<file path="src/rtl/y86_pkg.sv">
// Shared Y86-64 definitions: status codes, icodes, register ids and the W pipeline register layout.
package y86_pkg;

    localparam int Y86_DATA_W = 64;

    localparam logic [2:0] STAT_AOK = 3'd1;
    localparam logic [2:0] STAT_HLT = 3'd2;
    localparam logic [2:0] STAT_ADR = 3'd3;
    localparam logic [2:0] STAT_INS = 3'd4;

    localparam logic [3:0] I_HALT   = 4'h0;
    localparam logic [3:0] I_NOP    = 4'h1;
    localparam logic [3:0] I_RRMOVQ = 4'h2;
    localparam logic [3:0] I_IRMOVQ = 4'h3;
    localparam logic [3:0] I_RMMOVQ = 4'h4;
    localparam logic [3:0] I_MRMOVQ = 4'h5;
    localparam logic [3:0] I_OPQ    = 4'h6;
    localparam logic [3:0] I_JXX    = 4'h7;
    localparam logic [3:0] I_CALL   = 4'h8;
    localparam logic [3:0] I_RET    = 4'h9;
    localparam logic [3:0] I_PUSHQ  = 4'hA;
    localparam logic [3:0] I_POPQ   = 4'hB;

    localparam logic [3:0] RNONE = 4'hF;
    localparam logic [3:0] RRSP  = 4'h4;

    typedef struct packed {
        logic [2:0]            stat;
        logic [3:0]            icode;
        logic [Y86_DATA_W-1:0] valE;
        logic [Y86_DATA_W-1:0] valM;
        logic [3:0]            dstE;
        logic [3:0]            dstM;
    } w_reg_t;

    localparam w_reg_t W_BUBBLE = '{stat: STAT_AOK, icode: I_NOP, valE: '0, valM: '0,
                                    dstE: RNONE, dstM: RNONE};

    // Codes 0 and 5..7 are deliberately not faults; only the three architected ones stop the machine.
    function automatic logic is_fault(input logic [2:0] s);
        return (s == STAT_HLT) || (s == STAT_ADR) || (s == STAT_INS);
    endfunction

endpackage

</file>
<file path="src/rtl/y86_wb_status.sv">
// RUN/HALTED status tracker and retired-instruction counter for the write-back stage.
// Halts on the same edge a faulting instruction enters W, so halted/stat line up with that instruction.
module y86_wb_status
    import y86_pkg::*;
#(
    parameter int CNT_W = 32
) (
    input  logic             clk,
    input  logic             rst_n,
    input  logic             load_en,
    input  logic [2:0]       m_stat,
    input  logic [3:0]       m_icode,
    input  logic [2:0]       w_stat_nxt,
    output logic             halted,
    output logic [2:0]       stat,
    output logic [CNT_W-1:0] retired
);

    typedef enum logic {ST_RUN, ST_HALTED} state_t;

    state_t           state_q, state_d;
    logic [2:0]       code_q, code_d;
    logic [CNT_W-1:0] retired_q, retired_d;

    always_comb begin
        state_d   = state_q;
        code_d    = code_q;
        retired_d = retired_q;
        case (state_q)
            ST_RUN: begin
                if (load_en && (m_icode != I_NOP) && (m_stat == STAT_AOK))
                    retired_d = retired_q + CNT_W'(1);
                if (is_fault(w_stat_nxt)) begin
                    state_d = ST_HALTED;
                    code_d  = w_stat_nxt;
                end
            end
            default: ;
        endcase
    end

    always_ff @(posedge clk or negedge rst_n) begin
        if (!rst_n) begin
            state_q   <= ST_RUN;
            code_q    <= STAT_AOK;
            retired_q <= '0;
        end else begin
            state_q   <= state_d;
            code_q    <= code_d;
            retired_q <= retired_d;
        end
    end

    assign halted  = (state_q == ST_HALTED);
    assign stat    = halted ? code_q : STAT_AOK;
    assign retired = retired_q;

endmodule

</file>
<file path="src/rtl/y86_writeback_stage.sv">
// Y86-64 write-back stage: W pipeline register, register-file write-port drive and forwarding values.
// One cycle m_* -> w_*; stall holds W, bubble (which beats stall) inserts a nop, halt freezes W for good.
module y86_writeback_stage
    import y86_pkg::*;
#(
    parameter int DATA_W = 64,
    parameter int CNT_W  = 32
) (
    input  logic              clk,
    input  logic              rst_n,
    input  logic [2:0]        m_stat,
    input  logic [3:0]        m_icode,
    input  logic [DATA_W-1:0] m_valE,
    input  logic [DATA_W-1:0] m_valM,
    input  logic [3:0]        m_dstE,
    input  logic [3:0]        m_dstM,
    input  logic              W_stall,
    input  logic              W_bubble,
    output logic [3:0]        w_dstE,
    output logic [DATA_W-1:0] w_valE,
    output logic [3:0]        w_dstM,
    output logic [DATA_W-1:0] w_valM,
    output logic [3:0]        W_icode,
    output logic [2:0]        stat,
    output logic              halted,
    output logic [CNT_W-1:0]  retired
);

    w_reg_t w_q, w_d;
    logic   load_en;
    logic   wr_kill;
    logic   collide;

    assign load_en = !halted && !W_bubble && !W_stall;

    always_comb begin
        w_d = w_q;
        if (!halted) begin
            if (W_bubble) begin
                w_d = W_BUBBLE;
            end else if (!W_stall) begin
                w_d.stat  = m_stat;
                w_d.icode = m_icode;
                w_d.valE  = Y86_DATA_W'(m_valE);
                w_d.valM  = Y86_DATA_W'(m_valM);
                w_d.dstE  = m_dstE;
                w_d.dstM  = m_dstM;
            end
        end
    end

    always_ff @(posedge clk or negedge rst_n) begin
        if (!rst_n) w_q <= W_BUBBLE;
        else        w_q <= w_d;
    end

    y86_wb_status #(.CNT_W(CNT_W)) u_status (
        .clk        (clk),
        .rst_n      (rst_n),
        .load_en    (load_en),
        .m_stat     (m_stat),
        .m_icode    (m_icode),
        .w_stat_nxt (w_d.stat),
        .halted     (halted),
        .stat       (stat),
        .retired    (retired)
    );

    // popq %rsp loads both ports with %rsp; the memory value must be the one that sticks.
    assign collide = (w_q.dstE == w_q.dstM) && (w_q.dstM != RNONE);
    assign wr_kill = (w_q.stat != STAT_AOK) || halted;

    assign w_dstE  = (wr_kill || collide) ? RNONE : w_q.dstE;
    assign w_dstM  = wr_kill ? RNONE : w_q.dstM;
    assign w_valE  = DATA_W'(w_q.valE);
    assign w_valM  = DATA_W'(w_q.valM);
    assign W_icode = w_q.icode;

endmodule

</file>
<file path="config.mk">
export PLATFORM = sky130hd
export DESIGN_NAME = y86_writeback_stage
export DESIGN_NICKNAME = d
export VERILOG_FILES = /design/src/rtl/y86_pkg.sv /design/src/rtl/y86_wb_status.sv /design/src/rtl/y86_writeback_stage.sv
export SDC_FILE = /design/constraint.sdc
export NUM_CORES = 1
export LEC_CHECK = 0
export CORE_MARGIN = 2
export CORE_UTILIZATION = 47
export CTS_CLUSTER_SIZE = 25
export DETAILED_ROUTE_END_ITERATION = 10
export HOLD_SLACK_MARGIN = 0.02
export PLACE_DENSITY = 0.95
export SYNTH_ARGS = -nofsm -noshare
export SYNTH_HDL_FRONTEND = slang
export SYNTH_SLANG_ARGS = --single-unit
</file>
<file path="constraint.sdc">
create_clock -name clk -period 3.3 [get_ports clk]
set_clock_uncertainty 0.15 [all_clocks]
set_input_delay 0.66 -clock clk [delete_from_list [all_inputs] [get_ports clk]]
set_output_delay 0.66 -clock clk [all_outputs]
set_load 0.005 [all_outputs]
</file>
-- Word-level counts from Yosys, hierarchy flattened
Cells that the tools add are included.
- flip-flop bits (word level): 179
- input port bits: 147
- output and inout bits: 176
- $add $sub $neg: 1
- eq/ne operators: 9
- mux-type cells: 8
- bitwise operators: 1
- reduce and logical (&&, ||, !) cells: 15
- operator list (operator ; count):
    $mux 143 ; 3
    $add 32x1->32 const B ; 1
    $mux 4 ; 2
    $eq 3x2->1 const B ; 2
    $reduce_and 2->1 ; 3
    $logic_and 1x1->1 ; 5
    $eq 4x4->1 ; 1
    $logic_or 1x1->1 ; 4
    $ne 4x1->1 const B ; 1
    $ne 4x4->1 const B ; 1
    $eq 3x1->1 const B ; 1
    $eq 3x3->1 const B ; 1
    $logic_not 1->1 ; 3
    $mux 3 ; 1
    $ne 3x1->1 const B ; 1
    $mux 1 ; 2
    $ne 2x1->1 const B ; 1
    $not 1->1 ; 1

-- Logic depth before layout (Yosys ltp)
Gate-level depths: netlist of the first run.
- depth in word-level cells: 8
- mapped depth: 7
- gate-level depth less buffers: 6

-- Modules after synthesis
Synthesis of the first run repeated with hierarchy kept, for this count alone.
- cell total of the unflattened synthesis: 639
- area, all modules: 8060.2 um^2
- by module, submodules not included (module ; instances ; cells an instance ; area an instance (um^2) ; sequential area each (um^2)):
    y86_writeback_stage ; 1 ; 476 ; 6200.9 ; 3590.9
    y86_wb_status ; 1 ; 163 ; 1859.3 ; 902.1

-- Least setup slack after synthesis of the first run
Ideal clock, no wire load.
- path kind: input to register
- from: input port W_stall
- to: register u_status.retired_q[20] (netlist: u_status.retired[20])
- setup time: 0.123 ns
- arrival: 2.319 ns
- data required time: 3.027 ns
- setup slack: 0.708 ns
- cell stages on the path: 7
- buffers on the path: 2
- cell sequence: buf_6 or3_4 or4_1 buf_4 nor3_4 nand4_1 xnor2_1
- cells in the longest elaborated chain, start to end: 5
- ends and longest elaborated chain (item ; line ; RTL):
    from (decl) ; y86_writeback_stage.sv:17 ; input logic W_stall,
    $logic_not 1->1 ; - ;
    $logic_and 1x1->1 ; y86_writeback_stage.sv:34 ; assign load_en = !halted && !W_bubble && !W_stall;
    $logic_and 1x1->1 (2 in series) ; y86_wb_status.sv:31 ; if (load_en && (m_icode != I_NOP) && (m_stat == STAT_AOK))
    $reduce_and 2->1 (no source line) ; - ;
    to (signal assigned) ; y86_wb_status.sv:50 ; retired_q <= retired_d;
    to (decl) ; y86_wb_status.sv:23 ; logic [CNT_W-1:0] retired_q, retired_d;
No other way between the ends.
A chain may end at the register's enable or synchronous reset.

-- Worst setup path after layout of the first run
- from: register w_q[140] (netlist name)
- to: output port w_dstE[1]
- cells in the longest elaborated chain, start to end: 4
- ends and longest elaborated chain (item ; line ; RTL):
    from (decl) ; y86_writeback_stage.sv:29 ; w_reg_t w_q, w_d;
    from (signal assigned) ; y86_writeback_stage.sv:54 ; else w_q <= w_d;
    $ne 3x1->1 ; y86_writeback_stage.sv:71 ; assign wr_kill = (w_q.stat != STAT_AOK) || halted;
    $logic_or 1x1->1 ; y86_writeback_stage.sv:71 ;
    $logic_or 1x1->1 ; y86_writeback_stage.sv:73 ; assign w_dstE = (wr_kill || collide) ? RNONE : w_q.dstE;
    $mux 4 ; y86_writeback_stage.sv:73 ;
    to (decl) ; y86_writeback_stage.sv:19 ; output logic [3:0] w_dstE,
No other way between the ends.

==> results of run 1 <==
[worst reg2reg max path: stages (launching register included)]
cell and delay, ps:
dfrtp_1 390, buf_4 180, or3_4 480, or4_1 550
buf_4 200, nor3_4 270, nand4_1 150, xnor2_1 140
[placed cells by master (no fill, tap or decap), types with 5 or more instances in the layout]
master           Yosys  routed
inv_1                7       7
o22a_1               9       9
nand2_1             16      16
nand2b_1             6       6
dfrtp_1            168     168
and4_1               5       5
clkdlybuf4s50_1      0     321
and2_1               5       5
clkbuf_16            0      17
xor2_1              18      18
xnor2_1             16      16
nand3_1             12      12
nand4_1              6       6
nor2_1              15      15
dfstp_2             11      11
nor3_1               7       6
a22o_1             131     131
buf_4              133       6
[power by group]
part,switching (mW),internal (mW),leakage (nW),total [mW]
sequential,0.422,2.85,2.35,3.27
clock,0.901,1.16,0.287,2.07
combinational,0.643,1.55,2.22,2.19
[path summary, 6_finish.rpt]
check,cells past startpoint,end,startpoint
worst max-delay path,5,w_dstE[1],w_q[140]$_DFF_PN1_
worst min-delay path,1,w_valM[49]$_DFFE_PN0P_,rst_n
worst max register to register,7,u_status.retired[20]$_DFFE_PN0P_,u_status.halted$_DFF_PN0_
worst min register to register,1,u_status.retired[31]$_DFFE_PN0P_,u_status.retired[31]$_DFFE_PN0P_
max in group asynchronous,2,w_q[140]$_DFF_PN1_,rst_n
min in group clk,1,u_status.retired[31]$_DFFE_PN0P_,u_status.retired[31]$_DFFE_PN0P_
[registers in the layout, summed over array words and instances (netlist names)]
register	count
u_status.halted	1
u_status.retired	32
W_icode	4
w_q	11
w_valM	64
u_status.code_q	3
w_valE	64
[metal layers]
layer	share of wire [%]	GRT usage, %	up-vias
met5	0	0	-
met2	52	40.0	241
li1	-	-	2510
met3	6.4	5.56	37
met4	2.4	8.42	0
met1	39	28.0	2799
[repair_timing]
action | CTS | global route
resized for setup | 0 | 1
endpoints found under the setup margin | 0 | 4
hold buffers | 0 | 0
[cell type report]
type | count | area share [%]
tap | 220 | 2.51
sequential | 179 | 41.0
multi-input combinational | 282 | 20.1
clock buffer | 18 | 4.01
timing repair buffer | 332 | 30.6
clock inverter | 14 | 1.55
inverter | 7 | 0.240
[cell usage after synthesis]
library cell	n
mux2_2	1
nor3_1	7
xnor2_1	16
nor4_2	2
buf_6	1
and3_1	3
or3_4	1
o22ai_1	1
nor2_1	15
nor3_4	1
clkbuf_1	32
o22a_1	9
or2_2	5
a221oi_1	2
xor2_1	18
a22o_1	131
a31oi_1	1
or4_1	1
a21oi_1	1
and4_1	5
a32o_1	1
o21ai_0	3
nor4b_2	1
or3b_1	1
dfstp_2	11
and2_1	5
nand4_1	6
o211a_1	1
nor4b_1	2
ha_1	1
nand2_1	16
buf_4	133
o41ai_1	1
inv_1	7
nand3_1	12
nor4_1	2
a21o_1	1
nand2b_1	6
dfrtp_1	168
mux2i_1	1
nor2b_1	2
[through the flow]
| step | worst slack [ps] | instance area [um2] | utilization, % |
|---|---|---|---|
| 2_1_floorplan | 708 | 7830 | - |
| 3_5_place_dp | 146 | 10300 | 63.0 |
| 5_1_grt | 97.4 | 11000 | 66.7 |
| 4_1_cts | 93.4 | 10900 | 66.7 |
| 6_report | 211 | 11000 | 66.7 |
| 3_3_place_gp | 212 | 10300 | 63.0 |
[cell families after synthesis]
group,Yosys count,synth area share (%)
compound gates,152,16.8
xor+xnor,34,3.80
fa+ha+maj,1,0.160
buf+inv,173,14.8
flops,179,57.4
mux,2,0.272
simple gates,93,6.87
==> out/metrics.yaml, run 1 <==
run_status: "finished, final reports clean"
grt.total_usage_pct: 23.0
path_clk_slew_ps: 70
worstMarginPinSlew_ps: 884
dp.cells: 1020
crit_arrival_ps: 2280
grt_pass1_vias: 5745
path_class: "reg -> out"
ff2ff_setup_slack_ps: 680
grt_max_degree: 132
die_area_mm2: 0.0177
hold_slack_ps: 96.7
critPathTopFamily: "buffers and inverters"
gp_congestion: 0.860
min_path_type: "in -> async"
diodes: 0
slew_viol_final: 0
rows: 47
cts_setup_buffers: 0
antenna_left: 0
wl_mm: 20.4
crit_path_cell_trace: "nor4b_1 > buf_4 > o41ai_2 > or2_2 > clkdlybuf4s50_1"
fin_crit_ps: 3090
vias_per_cell: 5.31
drive_above_1_share_pct: 8.05
syn-cell-area_mm2: 0.00783
fin_crit_sh_pct: 93.6
dp_hpwl_mm: 14.6
layout.cells.non_filler: 1052
synth.ff_latch_count: 179
routedWlPerCell_um: 19.4
cts_made_buffers: 17
ys_warn_count: 0
cts-root-buf: "clkbuf_16"
yosys.cell_types.count: 41
cts_htree_levels: 4
fill_cells: 1126
yosys-top-cells-area: "dfrtp_1 (54%), a22o_1 (15%), buf_4 (13%)"
grt_overflow: 0
syn_inst: 634
core_mm2: 0.0164
clock_path_buffers: 2
start_util_pct: 47.7
drt_iter0_drc: 357
seqCellArea_mm2: 0.00449
relSlewSlack_pct: 40.2
io_buffers: 322
antenna_found_initial: 0
multi_input_area_mm2: 0.00220
ios: 323
power_mw: 7.53
drc: 0
crit_slowest_cell: "dfstp_2"
final_nets: 967
cts.sinks: 179
synth_fp_nets: 782
drv_cap: 0
rsz0062_at_grt: "false"
vdd_drop_max_mv: 0.425
p_per_area_mw_per_mm2: 688
syn_area_per_cell_um2: 12.4
synth_top_area_share_pct: 53.7
leakage_nw: 4.86
grt_first_pass_wirelength_mm: 31.5
tns_ps: 0
worstPathMaxFanout: 5
cts_tree: "done"
cp.required_ps: 2490
die_x_um: 133
critPathMaxStageDelay_ps: 560
timing.final.hold_violations: 0
max_freq_mhz: 324
first_pass_iters: 5
yosysSeqAreaShare_pct: 57.4
start_kind: "flip-flop"
finalSetupViolCount: 0
die_y_um: 133
vias: 5587
crit_path_end_kind: "output port"
crit_buf_inv: 2
yosysTopAreaCell: "dfrtp_1"
clk_latency_ps: 410
syn_to_final_growth_pct: 39.8
Note: power is estimated with default switching activity, not from simulation.
==> run 2, diff against run 1 <==
--- a/config.mk
+++ b/config.mk
@@ -9,6 +9,7 @@
 export CORE_UTILIZATION = 47
 export CTS_CLUSTER_SIZE = 25
 export DETAILED_ROUTE_END_ITERATION = 10
+export GPL_ROUTABILITY_DRIVEN = 0
 export HOLD_SLACK_MARGIN = 0.02
 export PLACE_DENSITY = 0.95
 export SYNTH_ARGS = -nofsm -noshare
==> results of run 2 <==
No change in the layout: final DEF, timing and power equal those of run 1.
